`config.mk`:
```
export PLATFORM = sky130hd
export DESIGN_NAME = display_scan_ctrl
export DESIGN_NICKNAME = d
export VERILOG_FILES = /design/src/rtl/display_scan_ctrl.sv
export SDC_FILE = /design/constraint.sdc
export NUM_CORES = 1
export LEC_CHECK = 0
export CAP_MARGIN = 10
export CORE_MARGIN = 5
export CORE_UTILIZATION = 56
export CTS_CLUSTER_DIAMETER = 50
export CTS_CLUSTER_SIZE = 25
export DETAILED_ROUTE_END_ITERATION = 10
export PLACE_DENSITY = 0.95
export SLEW_MARGIN = 0
export SYNTH_ARGS = -nofsm -noshare
export SYNTH_HDL_FRONTEND = slang
export SYNTH_SLANG_ARGS = --single-unit
```
`constraint.sdc`:
```
create_clock -name clk -period 8.4 [get_ports clk]
set_clock_uncertainty 0.15 [all_clocks]
set_input_delay 2.1 -clock clk [delete_from_list [all_inputs] [get_ports clk]]
set_output_delay 2.1 -clock clk [all_outputs]
set_load 0.02 [all_outputs]
```
`src/rtl/display_scan_ctrl.sv`:
```
// Four-digit multiplexed display scanner: blank/show slot timing per digit,
// frame-synchronous pattern capture so the displayed frame never tears.
module display_scan_ctrl #(
    parameter int DATA_WIDTH   = 7,
    parameter int BLANK_CYCLES = 1000,
    parameter int SHOW_CYCLES  = 50000
) (
    input  logic                  clk,
    input  logic                  rst_n,
    input  logic [DATA_WIDTH-1:0] seg_a,
    input  logic [DATA_WIDTH-1:0] seg_b,
    input  logic [DATA_WIDTH-1:0] seg_c,
    input  logic [DATA_WIDTH-1:0] seg_d,
    input  logic [3:0]            digit_mask,
    input  logic                  update_req,
    output logic [DATA_WIDTH-1:0] data_out,
    output logic [1:0]            select,
    output logic                  enable,
    output logic                  frame_done
);

    localparam int MAX_CYC = (BLANK_CYCLES > SHOW_CYCLES) ? BLANK_CYCLES : SHOW_CYCLES;
    localparam int CNT_W   = (MAX_CYC > 1) ? $clog2(MAX_CYC) : 1;
    localparam logic [CNT_W-1:0] BLANK_LAST = CNT_W'(BLANK_CYCLES - 1);
    localparam logic [CNT_W-1:0] SHOW_LAST  = CNT_W'(SHOW_CYCLES - 1);

    typedef enum logic {
        ST_BLANK,
        ST_SHOW
    } state_t;

    state_t                r_state;
    state_t                w_state_nx;
    logic [CNT_W-1:0]      r_cnt;
    logic [CNT_W-1:0]      w_cnt_nx;
    logic [1:0]            r_sel;
    logic [1:0]            w_sel_nx;
    logic                  r_pending;
    logic                  r_enable;
    logic                  r_frame_done;
    logic [DATA_WIDTH-1:0] r_data;
    logic [DATA_WIDTH-1:0] r_shadow [4];
    logic                  w_boundary;
    logic                  w_load;
    logic                  w_en_nx;
    logic                  w_fd_nx;

    always_comb begin
        w_state_nx = r_state;
        w_cnt_nx   = r_cnt + 1'b1;
        w_sel_nx   = r_sel;
        case (r_state)
            ST_BLANK: begin
                if (r_cnt == BLANK_LAST) begin
                    w_cnt_nx   = '0;
                    w_state_nx = ST_SHOW;
                end
            end
            ST_SHOW: begin
                if (r_cnt == SHOW_LAST) begin
                    w_cnt_nx   = '0;
                    w_state_nx = ST_BLANK;
                    w_sel_nx   = r_sel + 2'd1;
                end
            end
            default: begin
                w_cnt_nx   = '0;
                w_state_nx = ST_BLANK;
            end
        endcase
    end

    // enable and frame_done are decoded from the next state so the registered
    // outputs line up with the cycle in which that state is current.
    always_comb begin
        w_en_nx    = (w_state_nx == ST_SHOW) && digit_mask[w_sel_nx];
        w_fd_nx    = (r_state == ST_SHOW) && (r_sel == 2'd3) && (r_cnt == SHOW_LAST);
        w_boundary = (r_state == ST_BLANK) && (r_sel == 2'd0) && (r_cnt == '0);
        w_load     = w_boundary && (r_pending || update_req);
    end

    always_ff @(posedge clk) begin
        if (!rst_n) begin
            r_state      <= ST_BLANK;
            r_cnt        <= '0;
            r_sel        <= '0;
            r_pending    <= 1'b1;
            r_enable     <= 1'b0;
            r_frame_done <= 1'b0;
            r_data       <= '0;
            for (int unsigned i = 0; i < 4; i++) begin
                r_shadow[i] <= '0;
            end
        end else begin
            r_state      <= w_state_nx;
            r_cnt        <= w_cnt_nx;
            r_sel        <= w_sel_nx;
            r_enable     <= w_en_nx;
            r_frame_done <= w_fd_nx;
            r_data       <= r_shadow[r_sel];
            if (w_load) begin
                r_shadow[0] <= seg_a;
                r_shadow[1] <= seg_b;
                r_shadow[2] <= seg_c;
                r_shadow[3] <= seg_d;
                r_pending   <= 1'b0;
            end else if (update_req) begin
                r_pending <= 1'b1;
            end
        end
    end

    assign data_out   = r_data;
    assign select     = r_sel;
    assign enable     = r_enable;
    assign frame_done = r_frame_done;

endmodule

```
==> After elaboration in Yosys (flattened, before gate mapping) <==
Memory sizes are Yosys's and may differ from the RTL's. A register that Yosys moved wholly into a read port is not among the register bits.
Index checks and enable logic that the tools add are counted.
{ "classes": {"muxes": 20, "n_reduce_logical": 11, "bitwise": 5, "n_addsub": 2, "magnitude_cmp": 1, "eq_ne": 3} }
{ "op_table": {"columns": ["cell", "n"], "rows": [
  ["two-way mux 16 bit", 2],
  ["case mux 16 bit (2 select lines)", 1],
  ["two-way mux 7 bit", 4],
  ["adder 16 x 1 -> 16 bit, second input constant", 1],
  ["equality test 16 x 10 -> 1 bit, second input constant", 1],
  ["equality test 16 bit, second input constant", 1],
  ["zero test 16 bit", 1],
  ["two-way mux 1 bit", 9],
  ["logical AND 1 bit", 6],
  ["two-way mux 2 bit", 2],
  ["OR 1 bit", 4],
  ["less-than comparator 2 x 3 -> 1 bit, second input constant", 1],
  ["adder 2 x 1 -> 2 bit, second input constant", 1],
  ["binary-select mux 1 bit (select 2 bit)", 1],
  ["equality test 2 bit, second input constant", 1],
  ["zero test 2 bit", 1],
  ["case mux 1 bit (2 select lines)", 1],
  ["nonzero test 2 bit", 1],
  ["zero test 1 bit", 1],
  ["logical OR 1 bit", 1],
  ["NOT 1 bit", 1]
]} }
{ "word_totals": {"elab_cells": 49, "out_inout_bits": 11, "ram_bits": 28, "in_bits": 35, "memories": 1, "register_bits": 22} }
{ "mem_list": {"columns": ["name", "depth", "word_bits", "read_ports", "rd_clocked_by_memory_dff", "write_ports", "line", "rtl"], "rows": [
  ["r_shadow", 4, 7, 1, 1, 4, "42", "logic [DATA_WIDTH-1:0] r_shadow [4];"]
]} }

==> Longest topological paths before layout <==
Gate-level depths: netlist (run 1).
{ "depth": {"word_depth": 8, "depth_mapped": 8} }

==> Worst setup path before layout (run 1) <==
OpenSTA, ideal clock, no wires.
{ "synth_path": {"path_type": "input-to-reg", "startpoint": "input update_req", "endpoint": "memory r_shadow[0][0] (enable)", "n_path_buf": 0, "slack_ps": 3634, "required_time_ps": 7798, "cell_stages": 2, "arrival_ps": 4164, "path_cell_list": "nor2_1 > o21ai_0"} }
{ "synth_rtl": {"columns": ["item", "line", "rtl"], "rows": [
  ["start, declared", "15", "input logic update_req,"],
  ["end, declared", "42", null]
]} }

==> Final worst setup path (run 1) <==
{ "layout_path": {"startpoint": "register r_sel[0] (netlist: select[0])", "endpoint": "output select[0]"} }
{ "layout_rtl": {"columns": ["item", "line", "rtl"], "rows": [
  ["start, declared", "36", "logic [1:0] r_sel;"],
  ["start signal, assigned", "97", "r_sel <= w_sel_nx;"],
  ["end, declared", "17", "output logic [1:0] select,"]
]} }
No word-level cell between the ends.

==> impl_metrics.tcl, run 1 <==
set metrics [dict create \
    cp.buffers_inverters 1 \
    cts_sinks 57 \
    max_slew_margin_pct 52.4 \
    cp_max_fo 13 \
    fin_cells 314 \
    grt_pass1_vias 1818 \
    whs_ns 0.363 \
    worst_pin_slew_ns 0.705 \
    num_io_pins 46 \
    setup_viol 0 \
    p_sw_mw 0.140 \
    cts_buffers 9 \
    nFillCells 269 \
    netlist_area_sq_um 2530 \
    worstSetupStartpointType "flop" \
    p_sw_share_pct 21.0 \
    fmax_ghz 0.244 \
    yosys_register_bits 57 \
    postCtsSetupRepairBufs 0 \
    drtIter0Drc 174 \
    wire_per_inst_um 15.8 \
    p_clk_share_pct 42.4 \
    die-height_um 77.2 \
    final_nets 296 \
    worstPathRequired_ns 6.15 \
    grt_overflow_total 0 \
    tns_ns 0 \
    reg2reg_slack_ns 5.91 \
    r2r_start "r_cnt[13]" \
    via_count 1759 \
    maxCapViolations 0 \
    power_density_nw_per_um2 208 \
    port_buffers 45 \
    clkTransAtPathRegs_ns 0.07 \
    diodes 0 \
    vdd_drop_max_uv 145 \
    core_sq_um 4350 \
    drive_gt1_share_pct 11.5 \
    synth_fp_nets 249 \
    crit_family "flip-flops" \
    pwr-share-comb_pct 8.7 \
    antenna_found_initial 0 \
    hold_viol_final 0 \
    seqPwrFrac_pct 48.9 \
    drt_pass1_iterations 4 \
    critical-path-max-stage-delay_ns 0.77 \
    die_area_sq_um 5960 \
    hold_path.startpoint "r_state" \
    wl_um 4960 \
    dp_cells 298 \
    crit_type "flop to primary output" \
    crit_chain "clkdlybuf4s50_1" \
    cts_resized 0 \
    ant_nets 0 \
    hpwl_um 3550 \
    ctsHoldBuffers 0 \
    synth_seq_area_share_pct 56.2 \
    yosys_warnings 0 \
    rsz0062_at_grt "no" \
    outcome "finished clean" \
    min_to "r_state" \
    report.final.slew_viol_count 0 \
    cts_tree "yes" \
    start_util_pct 58.0 \
    syn-instance-count 210 \
    gp_congestion 0.873 \
    grtUsageTotal_pct 18.6 \
    cp.arrival_ns 1.84 \
    min_path_cells 2 \
    grt_max_degree 29 \
    h-tree-depth 3 \
    fin_ws_ns 4.31 \
    grt_pass1_wl_um 8540 \
    synth.avg_cell_area_sq_um 12.0 \
    hp-class "flop to flop" \
    internal_power_mw 0.525 \
    cts-root-buf "clkbuf_8" \
    die_w_um 77.2 \
    drc 0 \
    dpl_cell_area_sq_um 2980 \
    cp_slowest_cell "dfxtp_1" \
    vias_per_cell 5.60 \
    dpl_worst_slack_ns 4.08 \
    p_leak_nw 1.12 \
    clk_latency_ns 0.33 \
    area_growth_pct 26.6 \
    crit_path_end_kind "primary output" \
    r2r_end "r_shadow[0][4]" \
    period_minus_slack_ns 4.09 \
    min_period_over_period_pct 48.7 \
    rows 24 \
    r2r_cells 4 \
    final_area_sq_um 3200 \
    clockBufferDepth 2 \
    synth_cell_type_count 36 \
]
worst max path at each step:
| stage | depth (start not counted) | startpoint | slack (ns) | to |
|---|---|---|---|---|
| 2_1_floorplan | 2 | update_req | 3.63 | r_shadow[0][0] |
| 3_3_place_gp | 5 | rst_n | 4.18 | r_shadow[0][2] |
| 3_5_place_dp | 5 | rst_n | 4.08 | r_shadow[0][4] |
| 4_1_cts | 1 | select[0] | 4.25 | select[0] |
| 5_1_grt | 1 | select[0] | 4.15 | select[0] |
| 6_report | 1 | select[0] | 4.31 | select[0] |
power by group through the flow:
stage / combinational [mW] / sequential [mW] / clock (mW)
2_1_floorplan: 0.0283 / 0.332 / 0
3_3_place_gp: 0.0558 / 0.329 / 0
3_5_place_dp: 0.0581 / 0.331 / 0
4_1_cts: 0.0584 / 0.325 / 0.286
5_1_grt: 0.0630 / 0.327 / 0.299
6_report: 0.0576 / 0.325 / 0.282
registers in the layout, indices dropped and copies added, names as in the netlist:
signal      count
r_cnt          16
frame_done      1
select          2
enable          1
r_shadow       28
r_pending       1
data_out        7
r_state         1
per-stage QoR:
stage          utilization, %  total power, mW
3_5_place_dp             68.4            0.389
3_3_place_gp             68.4            0.385
5_1_grt                  73.5            0.689
4_1_cts                  73.5            0.670
2_1_floorplan               -            0.360
6_report                 73.5            0.665
layer usage:
metal  global-route usage [%]  vias to the layer above  part of all wire, %
li1                         -                      859                    -
met1                     22.2                      843                   41
met2                     30.6                       44                   52
met3                     4.57                       13                  4.9
met4                     9.97                        0                  2.3
met5                        0                        -                    0
cells in the mapped netlist:
library cell,instances,area share [%]
buf_4,1,0.30
dfxtp_1,29,23
o21ai_4,1,0.64
inv_1,10,1.5
and4_1,3,1.0
nor4b_1,1,0.35
xnor2_1,7,2.4
or2_2,1,0.25
or4_4,2,0.89
mux4_2,8,7.1
nand2_1,7,1.0
o31ai_1,2,0.59
nand4_1,5,1.2
ha_1,4,2.0
a21oi_1,3,0.59
edfxtp_1,28,33
xor2_1,4,1.4
clkbuf_1,2,0.30
o21ai_0,5,0.99
nor4bb_1,1,0.40
buf_6,1,0.45
nor3_1,16,3.2
and3_1,1,0.25
or4_2,1,0.35
nor3b_1,1,0.30
and3_2,1,0.30
a211oi_1,4,1.2
or4_1,2,0.59
nor4_1,3,0.74
clkbuf_8,2,1.1
or3_1,3,0.74
nand3_1,7,1.4
clkbuf_2,2,0.40
and2_1,35,8.7
buf_2,2,0.40
nor2_1,5,0.74
kinds of logic (layout without fill, tap and decap cells):
group / count (synthesis) / after routing / share of synthesized area, %
xor gates and xnor gates: 11 / 11 / 3.81
buffers and inverters: 20 / 72 / 4.41
DFF: 57 / 57 / 56.2
AOI/OAI and AO/OA: 15 / 15 / 4.01
adders and majority gates: 4 / 4 / 1.98
and+or+nand+nor: 95 / 95 / 22.4
muxes: 8 / 8 / 7.13
worst register-to-register path: stages, from the launching register on:
cell and delay (ns):
dfxtp_1 0.34, nor3_1 0.24, nor4b_1 0.62, and4_1 0.78, and2_1 0.24
placed cells by master (no fill, tap or decap), types with 3 or more instances in the layout:
cell              n
a211oi_1          4
a21oi_1           3
and2_1           35
and4_1            3
clkbuf_8         10
clkdlybuf4s50_1  45
dfxtp_1          29
edfxtp_1         28
ha_1              4
inv_1            10
mux4_2            8
nand2_1           7
nand3_1           7
nand4_1           5
nor2_1            5
nor3_1           16
nor4_1            3
o21ai_0           4
or3_1             3
xnor2_1           7
xor2_1            4
area by class of cell:
cell class	count	area (sq um)	share of cell area [%]
timing repair buffer	46	458	14.3
clock buffer	11	141	4.42
clock inverter	5	78.8	2.46
inverter	10	37.5	1.17
sequential	57	1420	44.4
multi-input combinational	133	998	31.2
tap	52	65.1	2.03
No activity file was read; power rests on OpenSTA's default activity.
==> inputs of run 2 (changes only) <==
CORE_UTILIZATION = 47   (was 56)
PLACE_DENSITY = 0.88   (was 0.95)
clock period = 3.3 ns   (was 8.4 ns; I/O delays follow)
==> run 2 against run 1 <==
Net effect:
- via count shrank 1.4%
- worst hold slack improved by 0.024 ns
- core utilization is 11 points lower
==> impl_metrics.tcl, run 2 (synthesis results as in run 1) <==
set metrics [dict create \
    outcome "finished clean" \
    drive_gt1_share_pct 11.7 \
    cp_slowest_cell "and4_1" \
    clockBufferDepth 2 \
    crit_path_end_kind "flop" \
    num_io_pins 46 \
    core_sq_um 5170 \
    p_leak_nw 1.13 \
    r2r_cells 4 \
    cts_buffers 9 \
    via_count 1735 \
    vias_per_cell 5.18 \
    drtIter0Drc 123 \
    h-tree-depth 3 \
    setup_viol 0 \
    wire_per_inst_um 14.9 \
    antenna_found_initial 0 \
    postCtsSetupRepairBufs 0 \
    area_growth_pct 27.1 \
    grt_pass1_wl_um 8390 \
    r2r_start "r_cnt[4]" \
    cp_max_fo 28 \
    ctsHoldBuffers 0 \
    maxCapViolations 0 \
    drc 0 \
    gp_congestion 0.829 \
    rsz0062_at_grt "no" \
    final_cell_mix "clkdlybuf4s50_1, and2_1, dfxtp_1, edfxtp_1, nor3_1" \
    worstSetupStartpointType "flop" \
    tns_ns 0 \
    final_nets 299 \
    fmax_ghz 0.387 \
    critical-path-max-stage-delay_ns 0.77 \
    start_util_pct 48.9 \
    grt_max_degree 29 \
    port_buffers 45 \
    r2r_end "r_shadow[0][2]" \
    rows 26 \
    clkTransAtPathRegs_ns 0.06 \
    hp-class "flop to flop" \
    worstPathRequired_ns 3.34 \
    cts-root-buf "clkbuf_8" \
    grtUsageTotal_pct 15.8 \
    crit_family "simple AND/OR/NAND/NOR gates" \
    dpl_worst_slack_ns 0.615 \
    diodes 0 \
    die-height_um 83.3 \
    ant_nets 0 \
    worst_pin_slew_ns 0.706 \
    drt_pass1_iterations 4 \
    clk_latency_ns 0.33 \
    largest_reg_flops 28 \
    power_density_nw_per_um2 494 \
    min_period_over_period_pct 78.3 \
    regMostFlops "r_shadow" \
    cts_tree "yes" \
    final_common_cell "clkdlybuf4s50_1" \
    report.final.slew_viol_count 0 \
    grt_overflow_total 0 \
    reg2reg_slack_ns 0.72 \
    cts_resized 0 \
    min_to "r_cnt[0]" \
    hpwl_um 3620 \
    fin_ws_ns 0.716 \
    min_path_cells 1 \
    whs_ns 0.387 \
    grt_pass1_vias 1784 \
    crit_chain "nor3_1, nor4b_1, and4_1, and2_1" \
    period_minus_slack_ns 2.58 \
    cts_sinks 57 \
    cp.arrival_ns 2.63 \
    hold_path.startpoint "r_cnt[0]" \
    crit_type "flop to flop" \
    vdd_drop_max_uv 287 \
    wl_um 4990 \
    die_area_sq_um 6940 \
    hold_viol_final 0 \
    max_slew_margin_pct 52.2 \
    cp.buffers_inverters 0 \
    die_w_um 83.3 \
]
## run 2: changes by cell type in the layout (fill, tap and decap cells not counted), sizes merged
cell      delta
clkinv       +3
bufinv       -1
clkinvlp     -2
buf          +3
## run 2: area by class of cell
cell class,instances,area [sq um]
fill,403,1960
sequential,57,1420
multi-input combinational,133,998
timing repair buffer,49,480
clock buffer,11,141
tap,70,87.6
clock inverter,5,46.3
inverter,10,37.5
## run 2: per-layer routing
metal / vias to the layer above / share of wire (%) / global-route usage (%)
met5: - / 0 / 0
met2: 50 / 54 / 28.5
met1: 810 / 38 / 16.5
li1: 862 / - / -
met3: 13 / 5.7 / 5.05
met4: 0 / 2.3 / 7.58
## run 2: worst max-delay path by stage
stage / endpoint / slack [ns] / cells past startpoint / start
6_report: r_shadow[0][2] / 0.72 / 4 / r_cnt[4]
5_1_grt: r_shadow[0][2] / 0.47 / 4 / r_cnt[4]
4_1_cts: r_shadow[0][2] / 0.72 / 4 / r_cnt[4]
3_5_place_dp: r_shadow[0][2] / 0.62 / 5 / rst_n
3_3_place_gp: r_shadow[3][3] / 0.68 / 5 / rst_n
2_1_floorplan: r_shadow[0][0] / 0.19 / 6 / select[0]
## run 2: through the flow
step	instances	utilization (%)	cell area (sq um)	total power, mW
6_report	335	62.1	3210	1.59
4_1_cts	335	62.1	3210	1.61
3_5_place_dp	319	58.5	3030	0.994
2_1_floorplan	210	-	2530	0.916
3_3_place_gp	319	58.5	3030	0.980
5_1_grt	335	62.1	3210	1.66
## run 2: where the power goes
group          internal, mW  switching, mW
Clock                 0.360          0.253
Sequential            0.809         0.0197
Combinational        0.0858         0.0616
## run 2: worst register-to-register path: stages (launching register included)
cell	delay (ns)
dfxtp_1	0.39
nor3_1	0.26
nor4b_1	0.63
and4_1	0.77
and2_1	0.25
